===== config.mk =====
export PLATFORM = sky130hd
export DESIGN_NAME = cond_unit
export DESIGN_NICKNAME = d
export VERILOG_FILES = /design/src/rtl/cond_unit.sv
export SDC_FILE = /design/constraint.sdc
export NUM_CORES = 1
export LEC_CHECK = 0
export CORE_MARGIN = 2
export CORE_UTILIZATION = 55
export CTS_BUF_LIST = sky130_fd_sc_hd__clkbuf_8
export CTS_CLUSTER_SIZE = 28
export DETAILED_ROUTE_END_ITERATION = 12
export PLACE_DENSITY = 0.86
export SYNTH_ARGS = -nofsm -noshare
export SYNTH_HDL_FRONTEND = slang
export SYNTH_SLANG_ARGS = --single-unit

===== constraint.sdc =====
create_clock -name clk -period 2.42 [get_ports clk]
set_input_delay 0.484 -clock clk [delete_from_list [all_inputs] [get_ports clk]]
set_output_delay 0.484 -clock clk [all_outputs]
set_load 0.02 [all_outputs]

===== src/rtl/cond_unit.sv =====
// rtl/cond_unit.sv - conditional-execution and flag-commit unit (IDLE/EVAL/COMMIT)
module cond_unit (
   input  logic       clk,
   input  logic       rst,
   input  logic       Valid,
   output logic       Ready,
   input  logic [3:0] Cond,
   input  logic [1:0] FlagW,
   input  logic       PCS,
   input  logic       RegW,
   input  logic       MemW,
   input  logic       NoWrite,
   input  logic [3:0] ALUFlags,
   output logic       PCSrc,
   output logic       RegWrite,
   output logic       MemWrite,
   output logic       CondEx,
   output logic [3:0] Flags,
   output logic       Done
);

   localparam logic [1:0] IDLE   = 2'd0;
   localparam logic [1:0] EVAL   = 2'd1;
   localparam logic [1:0] COMMIT = 2'd2;

   logic [1:0] state;
   logic [3:0] cond_q;
   logic [1:0] flagw_q;
   logic       pcs_q;
   logic       regw_q;
   logic       memw_q;
   logic       nowrite_q;
   logic [3:0] alu_q;
   logic       pass;

   // Flags register bit aliases: {N,Z,C,V}
   logic n_f, z_f, c_f, v_f;
   assign n_f = Flags[3];
   assign z_f = Flags[2];
   assign c_f = Flags[1];
   assign v_f = Flags[0];

   assign Ready = (state == IDLE);

   // Condition test against the pre-instruction Flags register
   always_comb begin
      pass = 1'b0;
      case (cond_q)
         4'b0000: pass = z_f;
         4'b0001: pass = ~z_f;
         4'b0010: pass = c_f;
         4'b0011: pass = ~c_f;
         4'b0100: pass = n_f;
         4'b0101: pass = ~n_f;
         4'b0110: pass = v_f;
         4'b0111: pass = ~v_f;
         4'b1000: pass = c_f & ~z_f;
         4'b1001: pass = ~c_f | z_f;
         4'b1010: pass = (n_f == v_f);
         4'b1011: pass = (n_f != v_f);
         4'b1100: pass = ~z_f & (n_f == v_f);
         4'b1101: pass = z_f | (n_f != v_f);
         4'b1110: pass = 1'b1;
         default: pass = 1'b0;
      endcase
   end

   // Sequencer: capture in IDLE, evaluate in EVAL, strobe and update flags out of COMMIT
   always_ff @(posedge clk) begin
      if (rst) begin
         state     <= IDLE;
         Flags     <= 4'b0000;
         CondEx    <= 1'b0;
         PCSrc     <= 1'b0;
         RegWrite  <= 1'b0;
         MemWrite  <= 1'b0;
         Done      <= 1'b0;
         cond_q    <= 4'b0000;
         flagw_q   <= 2'b00;
         pcs_q     <= 1'b0;
         regw_q    <= 1'b0;
         memw_q    <= 1'b0;
         nowrite_q <= 1'b0;
         alu_q     <= 4'b0000;
      end else begin
         case (state)
            IDLE: begin
               if (Valid) begin
                  cond_q    <= Cond;
                  flagw_q   <= FlagW;
                  pcs_q     <= PCS;
                  regw_q    <= RegW;
                  memw_q    <= MemW;
                  nowrite_q <= NoWrite;
                  state     <= EVAL;
               end
            end
            EVAL: begin
               CondEx   <= pass;
               alu_q    <= ALUFlags;
               PCSrc    <= pcs_q & pass;
               RegWrite <= regw_q & ~nowrite_q & pass;
               MemWrite <= memw_q & pass;
               Done     <= 1'b1;
               state    <= COMMIT;
            end
            COMMIT: begin
               PCSrc    <= 1'b0;
               RegWrite <= 1'b0;
               MemWrite <= 1'b0;
               Done     <= 1'b0;
               if (flagw_q[1] & CondEx) Flags[3:2] <= alu_q[3:2];
               if (flagw_q[0] & CondEx) Flags[1:0] <= alu_q[1:0];
               state    <= IDLE;
            end
            default: state <= IDLE;
         endcase
      end
   end

endmodule


Yosys cells after proc, flatten, opt, wreduce, memory -nomap -nowiden
Index checks and enable logic that the tools add are counted.
{ "classes": {"add_sub_neg": 0, "n_mul": 0, "n_div": 0, "order_cmp": 0, "n_eq_ne": 19, "n_shift": 0, "muxes": 7, "n_bitwise": 15, "n_reduce_logical": 6} }
{ "ops": {"columns": ["operator", "count"], "rows": [
  ["4-bit == test (second input constant)", 7],
  ["4-bit by 3-bit == test with 1-bit output (second input constant)", 4],
  ["1-bit case mux with 15 select lines", 1],
  ["1-bit AND", 8],
  ["4-bit by 2-bit == test with 1-bit output (second input constant)", 2],
  ["1-bit case mux with 2 select lines", 4],
  ["2-bit AND reduction", 3],
  ["1-bit inverter", 5],
  ["4-bit by 1-bit == test with 1-bit output (second input constant)", 1],
  ["4-bit logical NOT", 1],
  ["2-bit case mux with 2 select lines", 1],
  ["2-bit by 1-bit == test with 1-bit output (second input constant)", 1],
  ["2-bit == test (second input constant)", 1],
  ["2-bit logical NOT", 1],
  ["2-bit 2-to-1 mux", 1],
  ["2-bit != test (second input constant)", 1],
  ["1-bit bitwise OR", 2],
  ["2-bit nonzero test", 1],
  ["1-bit == test", 1],
  ["1-bit != test", 1]
]} }
{ "word_totals": {"regBits": 25, "latch_bits": 0, "ram_bits": 0, "mem_bits_ro": 0, "input_bits": 17, "out_inout_bits": 10, "memories": 0} }

Logic depth before layout (Yosys ltp)
Gate-level depths: netlist of the first run.
{ "depth": {"ltp_word": 5, "depth_mapped": 6} }

Worst setup path before layout of the first run
No wires, ideal clock.
{ "synth_timing": {"kind": "register to register", "start": "register Flags[0]", "end": "register CondEx", "arrival_time_ns": 1.576, "required_time_ns": 2.341, "path_slack_ns": 0.765, "path_stages_with_launch": 6, "synth_period_minus_slack_ns": 1.655, "path_cell_list": "dfxtp_1 > or4b_1 > a311o_1 > o311ai_1 > a311oi_2 > a211oi_2"} }
{ "synth_between": {"elab_chain_len": 3, "elab_cells_between_ends": 6, "cone_classes": "eq/ne (2); mux (1); bitwise (3)"} }
{ "synth_lines": {"columns": ["element", "line", "text"], "rows": [
  ["from (decl)", "18", "output logic [3:0] Flags,"],
  ["from (signal assigned)", "113", "if (flagw_q[0] & CondEx) Flags[1:0] <= alu_q[1:0];"],
  ["1-bit != test / 1-bit == test (equally long branches)", null, null],
  ["1-bit bitwise OR / 1-bit AND (equally long branches)", "62, 61", null],
  ["1-bit case mux with 15 select lines (*)", "48", "case (cond_q)"],
  ["to (signal assigned)", "99", "CondEx <= pass;"],
  ["to (decl)", "17", "output logic CondEx,"]
]} }
Every way passes the cells marked *; elsewhere a longest branch is shown, timed or not.
A chain may end at the register's enable or synchronous reset.

Worst setup path in the final report of the first run
{ "layout_timing": {"start": "register state[0]", "end": "output Ready"} }
{ "layout_between": {"elab_chain_len": 1} }
{ "layout_lines": {"columns": ["element", "line", "text"], "rows": [
  ["from (decl)", "26", "logic [1:0] state;"],
  ["from (signal assigned)", "71", "state <= IDLE;"],
  ["from (signal assigned)", "95", "state <= EVAL;"],
  ["from (signal assigned)", "105", "state <= COMMIT;"],
  ["2-bit logical NOT", "43", "assign Ready = (state == IDLE);"],
  ["to (decl)", "6", "output logic Ready,"]
]} }
No other way between the ends.

==> results of run 1 <==
==> worst paths after layout <==
kind / start / endpoint / slack, ns
setup reg to reg: cond_q[3]$_SDFFE_PP0P_ / CondEx$_SDFFE_PP0N_ / 0.57
setup / recovery: state[0]$_SDFFE_PP0P_ / Ready / 0.36
hold reg to reg: regw_q$_SDFFE_PP0P_ / regw_q$_SDFFE_PP0P_ / 0.46
hold / removal: regw_q$_SDFFE_PP0P_ / regw_q$_SDFFE_PP0P_ / 0.46
==> per-layer routing <==
| metal | vias up | share of wire [%] |
|---|---|---|
| li1 | 499 | - |
| met1 | 469 | 44 |
| met2 | 21 | 52 |
| met3 | 4 | 3.8 |
| met4 | 0 | 0.70 |
| met5 | - | 0 |
==> cells by family after synthesis <==
| group | count (synthesis) | share of synthesized area [%] |
|---|---|---|
| adders and majority gates | 4 | 4.22 |
| muxes | 11 | 9.40 |
| DFF | 25 | 42.2 |
| AOI/OAI and AO/OA | 22 | 12.5 |
| buffers and inverters | 11 | 6.33 |
| and+or+nand+nor | 57 | 23.1 |
| xor gates and xnor gates | 3 | 2.22 |
==> worst register-to-register path, cell delays in order, from the launching register on <==
cell	delay (ns)
sky130_fd_sc_hd__dfxtp_1	0.55
sky130_fd_sc_hd__or4b_1	0.47
sky130_fd_sc_hd__a311o_1	0.27
sky130_fd_sc_hd__o311ai_1	0.09
sky130_fd_sc_hd__a311oi_2	0.12
sky130_fd_sc_hd__a211oi_2	0.27
==> power groups by stage <==
| stage | Combinational, W | Clock [W] | Sequential (W) |
|---|---|---|---|
| 6_report | 0.000149 | 0.000248 | 0.000459 |
| 4_1_cts | 0.000149 | 0.000252 | 0.000459 |
| 2_1_floorplan | 0.000102 | 0 | 0.000460 |
| 3_5_place_dp | 0.000147 | 0 | 0.000468 |
| 3_3_place_gp | 0.000142 | 0 | 0.000466 |
| 5_1_grt | 0.000162 | 0.000272 | 0.000462 |
==> through the flow <==
stage | total power [W] | area [um^2] | setup WS, ns | utilization, %
2_1_floorplan | 0.000563 | 1180 | 0.765 | -
3_5_place_dp | 0.000615 | 1430 | 0.640 | 71.4
3_3_place_gp | 0.000607 | 1430 | 0.716 | 71.4
5_1_grt | 0.000896 | 1480 | 0.269 | 73.9
6_report | 0.000856 | 1480 | 0.365 | 73.9
4_1_cts | 0.000859 | 1480 | 0.357 | 73.9
==> cell usage after synthesis (all sizes together), types with 2 or more instances <==
master,count
o21ai,3
mux2i,10
xor2,2
nor2,13
nand3,2
nor3b,3
dfxtp,25
buf,5
inv,3
ha,4
a211oi,2
clkbuf,3
nand2,27
a21oi,11
nand3b,5
==> sequential cells by signal, summed over array words and instances (netlist names) <==
register	cells
CondEx	1
Done	1
Flags	4
MemWrite	1
PCSrc	1
RegWrite	1
alu_q	4
cond_q	4
flagw_q	2
memw_q	1
nowrite_q	1
pcs_q	1
regw_q	1
state	2
==> final cells by class <==
cell class | count | area [um^2] | area share (%)
Sequential cell | 25 | 500 | 33.8
Clock inverter | 1 | 7.51 | 0.508
Inverter | 3 | 11.3 | 0.761
Clock buffer | 3 | 41.3 | 2.79
Timing Repair Buffer | 28 | 275 | 18.6
Multi-Input combinational cell | 97 | 609 | 41.2
Tap cell | 27 | 33.8 | 2.28
==> results.rst, run 1 <==
.. list-table::
   :header-rows: 1

   * - Metric
     - Value
   * - Number of design rule violations left after detail routing
     - 0
   * - Post-route non-filler standard cell count
     - 184
   * - Final nets
     - 179
   * - Number of flops mapped to enable cells by yosys
     - 0
   * - Required @ worst endpoint
     - 1.94 ns
   * - YS warnings
     - 0
   * - Met3 track demand over resource in global routing
     - 5.06%
   * - Number of buffers created by CTS
     - 3
   * - Fill cells
     - 151
   * - Sw frac
     - 26.8%
   * - Setup repair after global routing missed its margin
     - false
   * - Total half-perimeter wirelength after legalization and detailed placement
     - 1880 um
   * - Clock net sink count
     - 25
   * - Synth Net Count
     - 154
   * - Via count of the first global-routing pass
     - 943
   * - Leading area contributor after synthesis
     - sky130_fd_sc_hd__dfxtp_1
   * - Syn Std Cell Area
     - 1180 um^2
   * - Hold Fails Final Rpt
     - 0
   * - DRT antenna net count
     - 0
   * - Number of distinct standard cells referenced by the synthesized netlist
     - 34
   * - Met2 routing resource usage after global routing
     - 39.0%
   * - # diodes
     - 0
   * - Element type at the critical path start
     - register
   * - Critical-path cell with the highest stage delay
     - sky130_fd_sc_hd__clkdlybuf4s50_1
   * - Number of top-level design ports
     - 27
   * - Total global-route track usage
     - 21.5%
   * - Core area
     - 2000 um^2
   * - Switch Pwr
     - 0.000229 W
   * - Critical path's top delay family
     - buffers and inverters
   * - Path type of the worst setup path
     - register to output pin
   * - Cell chosen for the clock root
     - sky130_fd_sc_hd__clkbuf_8
   * - Clock network power share
     - 29.0%
   * - Deepest clock path buffer count
     - 2
   * - First DRT Iteration DRCs
     - 39
   * - Post-cts hold buffer count
     - 0
   * - Crit path depth
     - 3
   * - CTS HTree Levels
     - 1
   * - Share of the synthesized area in the top cell type
     - 42.2%
   * - Total number of placement rows
     - 16
   * - Clock Skew
     - 0.00737 ns
   * - Syn Area/Cell
     - 8.91 um^2
   * - Max FO, Critical Path
     - 5
   * - Number of storage elements in the synthesis netlist
     - 25
   * - Internal Pwr Total
     - 0.000626 W
   * - Die Wd
     - 50.4 um
   * - Worst VDD drop
     - 0.578 mV
   * - Hold path depth
     - 2
   * - Detailed-routing iteration count for the pre-antenna-repair pass
     - 4
   * - Layout-stage area growth over the synthesis result
     - 24.8%
   * - Layout cell share with drive strength beyond 1
     - 6.37%
   * - Vertical die dimension
     - 50.4 um
   * - Total grt overflow
     - 0
   * - Post-detailed-route via-to-cell ratio
     - 5.40
   * - Worst slack on hold paths
     - 0.465 ns
   * - Wire length of the first global-routing pass
     - 4140 um
   * - Nature of the critical path endpoint
     - output pin
   * - Worst-margin pin slew
     - 0.421 ns
   * - Count of maximum capacitance violations
     - 0
   * - Count of final max-slew check failures
     - 0
   * - Hold Path Class
     - register to register
   * - Data arrival time of the worst path
     - 1.57 ns
   * - CP max stage delay
     - 0.63 ns
   * - Count of mapped cells out of synthesis
     - 133
   * - Setup TNS
     - 0 ns
   * - Routed wire length per instance
     - 14.0 um
   * - Initial antenna violation count
     - 0
   * - Vias after detailed routing
     - 993
   * - Period Utilization, post-route
     - 84.9%
   * - Most heavily used metal layer in global routing
     - met2
   * - Resize count post-CTS
     - 0
   * - Instance count after placement with tap cells included
     - 180
   * - Cell breakdown of the critical path
     - inv_1 -> ha_1 -> clkdlybuf4s50_1
   * - Sequential Power Share
     - 53.6%
   * - Count of buffer and inverter cells on the critical path
     - 2
   * - Portion of total power attributed to combinational logic
     - 17.4%
   * - Headroom to the max-slew limit
     - 71.9%
   * - Main area contributors after synthesis
     - sky130_fd_sc_hd__dfxtp_1 (42%), sky130_fd_sc_hd__nand2_1 (8.6%), sky130_fd_sc_hd__mux2i_1 (8.4%)
   * - Commonest cells after routing, fill and taps aside
     - sky130_fd_sc_hd__nand2_1 (27), sky130_fd_sc_hd__clkdlybuf4s50_1 (26), sky130_fd_sc_hd__dfxtp_1 (25)
   * - Starting density of the core
     - 59.2%
   * - Most frequent standard cell in the layout excluding fill and tap cells
     - sky130_fd_sc_hd__nand2_1
   * - Ratio of total power to cell area
     - 579 nW/um^2
   * - Cell count of the worst reg-to-reg path
     - 5
   * - CTS tree
     - built
   * - Max Fclk
     - 487 MHz
   * - CTS clock-pin slew for the worst setup and hold paths
     - 0.09 ns
   * - Primary flip-flop cell chosen by synthesis mapping
     - sky130_fd_sc_hd__dfxtp_1
   * - Post CTS Setup Buffer Count
     - 0
   * - Sequential-to-total area share from yosys stat
     - 42.2%
   * - Outcome
     - finished, final reports clean
   * - Setup violation total in the final timing report
     - 0
   * - Crit path time final
     - 2.06 ns
   * - Gp weighted congestion
     - 0.877
   * - Leak pwr
     - 0.567 nW
   * - Met1 usage in global routing
     - 25.3%
   * - Total Wirelength
     - 2570 um
   * - Number of port buffers
     - 26
   * - Share of flip-flops with an asynchronous set or reset after synthesis
     - 0%
   * - Die ar.
     - 2540 um^2
   * - Largest net degree at the start of global routing
     - 16
   * - Clock latency of the later-clocked register in the worst-skew pair
     - 0.27 ns
Power figures use the tool's default switching activity.
==> run 2, diff against run 1 <==
- CORE_UTILIZATION: 55 -> 51
- PLACE_DENSITY: 0.86 -> 0.81
- clock period: 2.42 -> 2.1 ns (I/O delays scaled with it)
==> results.rst, run 2 (synthesis gave the netlist of run 1 again) <==
.. list-table::
   :header-rows: 1

   * - Metric
     - Value
   * - Setup violation total in the final timing report
     - 0
   * - Gp weighted congestion
     - 0.798
   * - Number of port buffers
     - 26
   * - Total half-perimeter wirelength after legalization and detailed placement
     - 1860 um
   * - Hold Fails Final Rpt
     - 0
   * - Number of top-level design ports
     - 27
   * - Critical path's top delay family
     - buffers and inverters
   * - Wire length of the first global-routing pass
     - 4110 um
   * - CP max stage delay
     - 0.63 ns
   * - CTS tree
     - built
   * - Largest net degree at the start of global routing
     - 24
   * - Ratio of total power to cell area
     - 667 nW/um^2
   * - Starting density of the core
     - 53.6%
   * - Path type of the worst setup path
     - register to output pin
   * - DRT antenna net count
     - 0
   * - Nature of the critical path endpoint
     - output pin
   * - Final nets
     - 178
   * - CTS HTree Levels
     - 1
   * - Number of buffers created by CTS
     - 3
   * - Total Wirelength
     - 2470 um
   * - Setup repair after global routing missed its margin
     - false
   * - Total number of placement rows
     - 17
   * - CTS clock-pin slew for the worst setup and hold paths
     - 0.09 ns
   * - Element type at the critical path start
     - register
   * - Via count of the first global-routing pass
     - 943
   * - First DRT Iteration DRCs
     - 21
   * - Layout cell share with drive strength beyond 1
     - 5.77%
   * - Count of maximum capacitance violations
     - 0
   * - Outcome
     - finished, final reports clean
   * - Post-cts hold buffer count
     - 0
   * - Fill cells
     - 194
   * - Total grt overflow
     - 0
   * - Most frequent standard cell in the layout excluding fill and tap cells
     - sky130_fd_sc_hd__nand2_1
   * - Routed wire length per instance
     - 13.4 um
   * - Post-detailed-route via-to-cell ratio
     - 5.47
   * - # diodes
     - 0
   * - Vias after detailed routing
     - 1007
   * - Detailed-routing iteration count for the pre-antenna-repair pass
     - 4
   * - Crit path time final
     - 1.97 ns
   * - Clock latency of the later-clocked register in the worst-skew pair
     - 0.27 ns
   * - Overall power
     - 0.000982 W
   * - Reg2reg setup slack
     - 0.30 ns
   * - Instance count after placement with tap cells included
     - 180
   * - Die ar.
     - 2720 um^2
   * - Max Fclk
     - 508 MHz
   * - Deepest clock path buffer count
     - 2
   * - Hold Path Class
     - register to register
   * - Leak pwr
     - 0.563 nW
   * - Biggest regs
     - Flags: 4 flops, alu_q: 4 flops, cond_q: 4 flops
   * - Initial antenna violation count
     - 0
   * - Clock Skew
     - 0.0107 ns
   * - Cell chosen for the clock root
     - sky130_fd_sc_hd__clkbuf_8
   * - Core area
     - 2210 um^2
   * - Worst VDD drop
     - 0.791 mV
   * - Layout-stage area growth over the synthesis result
     - 24.3%
   * - Post-route non-filler standard cell count
     - 184
   * - Die Wd
     - 52.2 um
   * - Post CTS Setup Buffer Count
     - 0
   * - Total global-route track usage
     - 20.1%
   * - Required @ worst endpoint
     - 1.68 ns
   * - Setup TNS
     - 0 ns
   * - Cell breakdown of the critical path
     - inv_1 -> ha_1 -> clkdlybuf4s50_1
   * - Headroom to the max-slew limit
     - 68.3%
   * - Critical-path cell with the highest stage delay
     - sky130_fd_sc_hd__clkdlybuf4s50_1
   * - Period Utilization, post-route
     - 93.7%
   * - Count of buffer and inverter cells on the critical path
     - 2
   * - Clock net sink count
     - 25
   * - Number of design rule violations left after detail routing
     - 0
   * - Data arrival time of the worst path
     - 1.55 ns
   * - Count of final max-slew check failures
     - 0
   * - Worst-margin pin slew
     - 0.475 ns
   * - Vertical die dimension
     - 52.2 um
   * - Max FO, Critical Path
     - 5
   * - Resize count post-CTS
     - 0
   * - Commonest cells after routing, fill and taps aside
     - sky130_fd_sc_hd__nand2_1 (27), sky130_fd_sc_hd__clkdlybuf4s50_1 (26), sky130_fd_sc_hd__dfxtp_1 (25)
-- run 2: worst register-to-register path, stage by stage, from the launching register on --
cell                       delay [ns]
sky130_fd_sc_hd__dfxtp_1         0.55
sky130_fd_sc_hd__or4b_1          0.47
sky130_fd_sc_hd__a311o_1         0.27
sky130_fd_sc_hd__o311ai_1        0.10
sky130_fd_sc_hd__a311oi_2        0.11
sky130_fd_sc_hd__a211oi_2        0.23
-- run 2: final cells by class --
type / instances / area, um^2 / share of cell area [%]
clock inverter: 1 / 7.51 / 0.510
inverter: 3 / 11.3 / 0.765
tap: 28 / 35.0 / 2.38
sequential: 25 / 500 / 34.0
timing repair buffer: 27 / 268 / 18.2
multi-input combinational: 97 / 609 / 41.4
clock buffer: 3 / 41.3 / 2.80
-- run 2: report_power, final --
group          leakage (nW)  total, W  internal (W)  switching, W
clock network        0.0217  0.000285      0.000134      0.000151
logic                 0.337  0.000168     0.0000852     0.0000827
registers             0.204  0.000529      0.000501     0.0000280
-- run 2: path summary, 6_finish.rpt --
path                                             start                     end  depth (start not counted)
worst max-delay path             state[1]$_SDFFE_PP0P_                   Ready                          3
worst min-delay path            nowrite_q$_SDFFE_PP0P_  nowrite_q$_SDFFE_PP0P_                          2
worst max register to register  cond_q[3]$_SDFFE_PP0P_     CondEx$_SDFFE_PP0N_                          5
worst min register to register  nowrite_q$_SDFFE_PP0P_  nowrite_q$_SDFFE_PP0P_                          2
-- run 2: per-stage QoR --
| step | setup WS, ns | util [%] | cell area (um^2) | hold WS [ns] |
|---|---|---|---|---|
| floorplan | 0.445 | - | 1180 | 0.431 |
| global placement | 0.404 | 64.4 | 1420 | 0.442 |
| detailed placement | 0.307 | 64.4 | 1420 | 0.450 |
| CTS | 0.117 | 66.6 | 1470 | 0.464 |
| global route | 0.0315 | 66.6 | 1470 | 0.484 |
| finish | 0.133 | 66.6 | 1470 | 0.461 |
-- run 2: routing by layer --
layer  global-route usage, %  wire [um]  up-vias
li1                        -          -      496
met1                    24.8       1050      480
met2                    34.4       1280       29
met3                    5.14        133        2
met4                    6.41          9        0
met5                       0          0        -
==> run 3, diff against run 2 <==
--- a/config.mk
+++ b/config.mk
@@ -12,2 +12,3 @@
 export DETAILED_ROUTE_END_ITERATION = 12
+export HOLD_SLACK_MARGIN = 0.02
 export PLACE_DENSITY = 0.81
==> constraint.sdc (replaced) <==
create_clock -name clk -period 2.1 [get_ports clk]
set_input_delay 0.315 -clock clk [delete_from_list [all_inputs] [get_ports clk]]
set_output_delay 0.315 -clock clk [all_outputs]
set_load 0.02 [all_outputs]
==> results.rst, run 3 (synthesis gave the netlist of run 1 again) <==
.. list-table::
   :header-rows: 1

   * - Metric
     - Value
   * - Initial antenna violation count
     - 0
   * - Detailed-routing iteration count for the pre-antenna-repair pass
     - 4
   * - CTS tree
     - built
   * - Deepest clock path buffer count
     - 2
   * - CTS clock-pin slew for the worst setup and hold paths
     - 0.08 ns
   * - Cell chosen for the clock root
     - sky130_fd_sc_hd__clkbuf_8
   * - Wire length of the first global-routing pass
     - 4040 um
   * - Post-detailed-route via-to-cell ratio
     - 5.37
   * - Nature of the critical path endpoint
     - output pin
   * - Most frequent standard cell in the layout excluding fill and tap cells
     - sky130_fd_sc_hd__nand2_1
   * - Clock net sink count
     - 25
   * - Clock latency of the later-clocked register in the worst-skew pair
     - 0.26 ns
   * - Setup repair after global routing missed its margin
     - false
   * - Post-route non-filler standard cell count
     - 184
   * - Setup Slack @ Placement
     - 0.331 ns
   * - Layout cell share with drive strength beyond 1
     - 5.13%
   * - Resize count post-CTS
     - 0
   * - Final WS setup
     - 0.227 ns
   * - Gp weighted congestion
     - 0.845
   * - Ratio of total power to cell area
     - 653 nW/um^2
   * - Required @ worst endpoint
     - 1.78 ns
   * - Element type at the critical path start
     - register
   * - Outcome
     - finished, final reports clean
   * - Instance count after placement with tap cells included
     - 180
   * - Data arrival time of the worst path
     - 1.56 ns
   * - Period Utilization, post-route
     - 89.2%
   * - Die Wd
     - 52.2 um
   * - Leak pwr
     - 0.568 nW
   * - Critical-path cell with the highest stage delay
     - sky130_fd_sc_hd__clkdlybuf4s50_1
   * - Worst-margin pin slew
     - 0.402 ns
   * - Clock Skew
     - 0.00292 ns
   * - CTS HTree Levels
     - 1
   * - Max FO, Critical Path
     - 5
   * - Headroom to the max-slew limit
     - 73.1%
   * - Largest net degree at the start of global routing
     - 24
   * - Number of design rule violations left after detail routing
     - 0
   * - Count of final max-slew check failures
     - 0
   * - Core area
     - 2210 um^2
   * - Total half-perimeter wirelength after legalization and detailed placement
     - 1820 um
   * - Total global-route track usage
     - 19.8%
   * - Path type of the worst setup path
     - register to output pin
   * - Layout-stage area growth over the synthesis result
     - 24.0%
   * - Final nets
     - 178
   * - First DRT Iteration DRCs
     - 13
   * - Worst slack on hold paths
     - 0.457 ns
   * - Total number of placement rows
     - 17
   * - Worst VDD drop
     - 0.619 mV
   * - CP max stage delay
     - 0.63 ns
   * - Setup violation total in the final timing report
     - 0
   * - Total Wirelength
     - 2380 um
   * - Count of maximum capacitance violations
     - 0
   * - Post-cts hold buffer count
     - 0
   * - DRT antenna net count
     - 0
   * - Hold Path Class
     - register to register
   * - Biggest regs
     - Flags: 4 flops, alu_q: 4 flops, cond_q: 4 flops
   * - Crit path time final
     - 1.87 ns
   * - Vertical die dimension
     - 52.2 um
   * - Total grt overflow
     - 0
   * - # diodes
     - 0
   * - Number of buffers created by CTS
     - 3
   * - Fill cells
     - 196
   * - Hold Fails Final Rpt
     - 0
   * - Max Fclk
     - 534 MHz
   * - Via count of the first global-routing pass
     - 909
   * - Starting density of the core
     - 53.6%
   * - Commonest cells after routing, fill and taps aside
     - sky130_fd_sc_hd__nand2_1 (27), sky130_fd_sc_hd__clkdlybuf4s50_1 (26), sky130_fd_sc_hd__dfxtp_1 (25)
   * - Number of top-level design ports
     - 27
   * - Setup TNS
     - 0 ns
   * - Die ar.
     - 2720 um^2
   * - Overall power
     - 0.000959 W
   * - Vias after detailed routing
     - 988
   * - Post CTS Setup Buffer Count
     - 0
   * - Cell breakdown of the critical path
     - inv_1 -> ha_1 -> clkdlybuf4s50_1
   * - Number of port buffers
     - 26
   * - Routed wire length per instance
     - 12.9 um
-- run 3: changes by cell type in the layout (fill, tap and decap cells not counted), sizes merged --
cell      change
clkinvlp      -1
inv           +1
-- run 3: final timing paths --
check,from,to,slack (ns),cells after the start
max reg2reg,cond_q[3]$_SDFFE_PP0P_,CondEx$_SDFFE_PP0N_,0.30,5
min reg2reg,nowrite_q$_SDFFE_PP0P_,nowrite_q$_SDFFE_PP0P_,0.46,2
min,nowrite_q$_SDFFE_PP0P_,nowrite_q$_SDFFE_PP0P_,0.46,2
max,state[0]$_SDFFE_PP0P_,Ready,0.23,3
-- run 3: layer usage --
layer / global-route usage (%) / wire (um)
met2: 32.5 / 1200
met5: 0 / 0
met4: 3.85 / 14
met3: 3.43 / 77
met1: 27.7 / 1090
-- run 3: area by class of cell --
type | count | area, um^2 | share of cell area (%)
Multi-Input combinational cell | 97 | 609 | 41.5
Inverter | 3 | 11.3 | 0.767
Timing Repair Buffer | 27 | 268 | 18.2
Clock buffer | 3 | 41.3 | 2.81
Sequential cell | 25 | 500 | 34.1
Clock inverter | 1 | 3.75 | 0.256
Tap cell | 28 | 35.0 | 2.39
-- run 3: stage by stage --
stage	area [um^2]	utilization [%]
after floorplan	1180	-
after global placement	1420	64.4
after detailed placement	1420	64.4
after CTS	1470	66.4
after global routing	1470	66.4
final	1470	66.4
-- run 3: worst max-delay path: cells and delay by family (launching register included) --
family | cells | cell delay, ns
buf+inv | 2 | 0.73
flops | 1 | 0.35
fa+ha+maj | 1 | 0.23
-- run 3: power breakdown --
| part | internal, W | switching, W | total (W) |
|---|---|---|---|
| clock network | 0.000130 | 0.000134 | 0.000264 |
| logic | 0.0000853 | 0.0000821 | 0.000167 |
| registers | 0.000501 | 0.0000272 | 0.000528 |
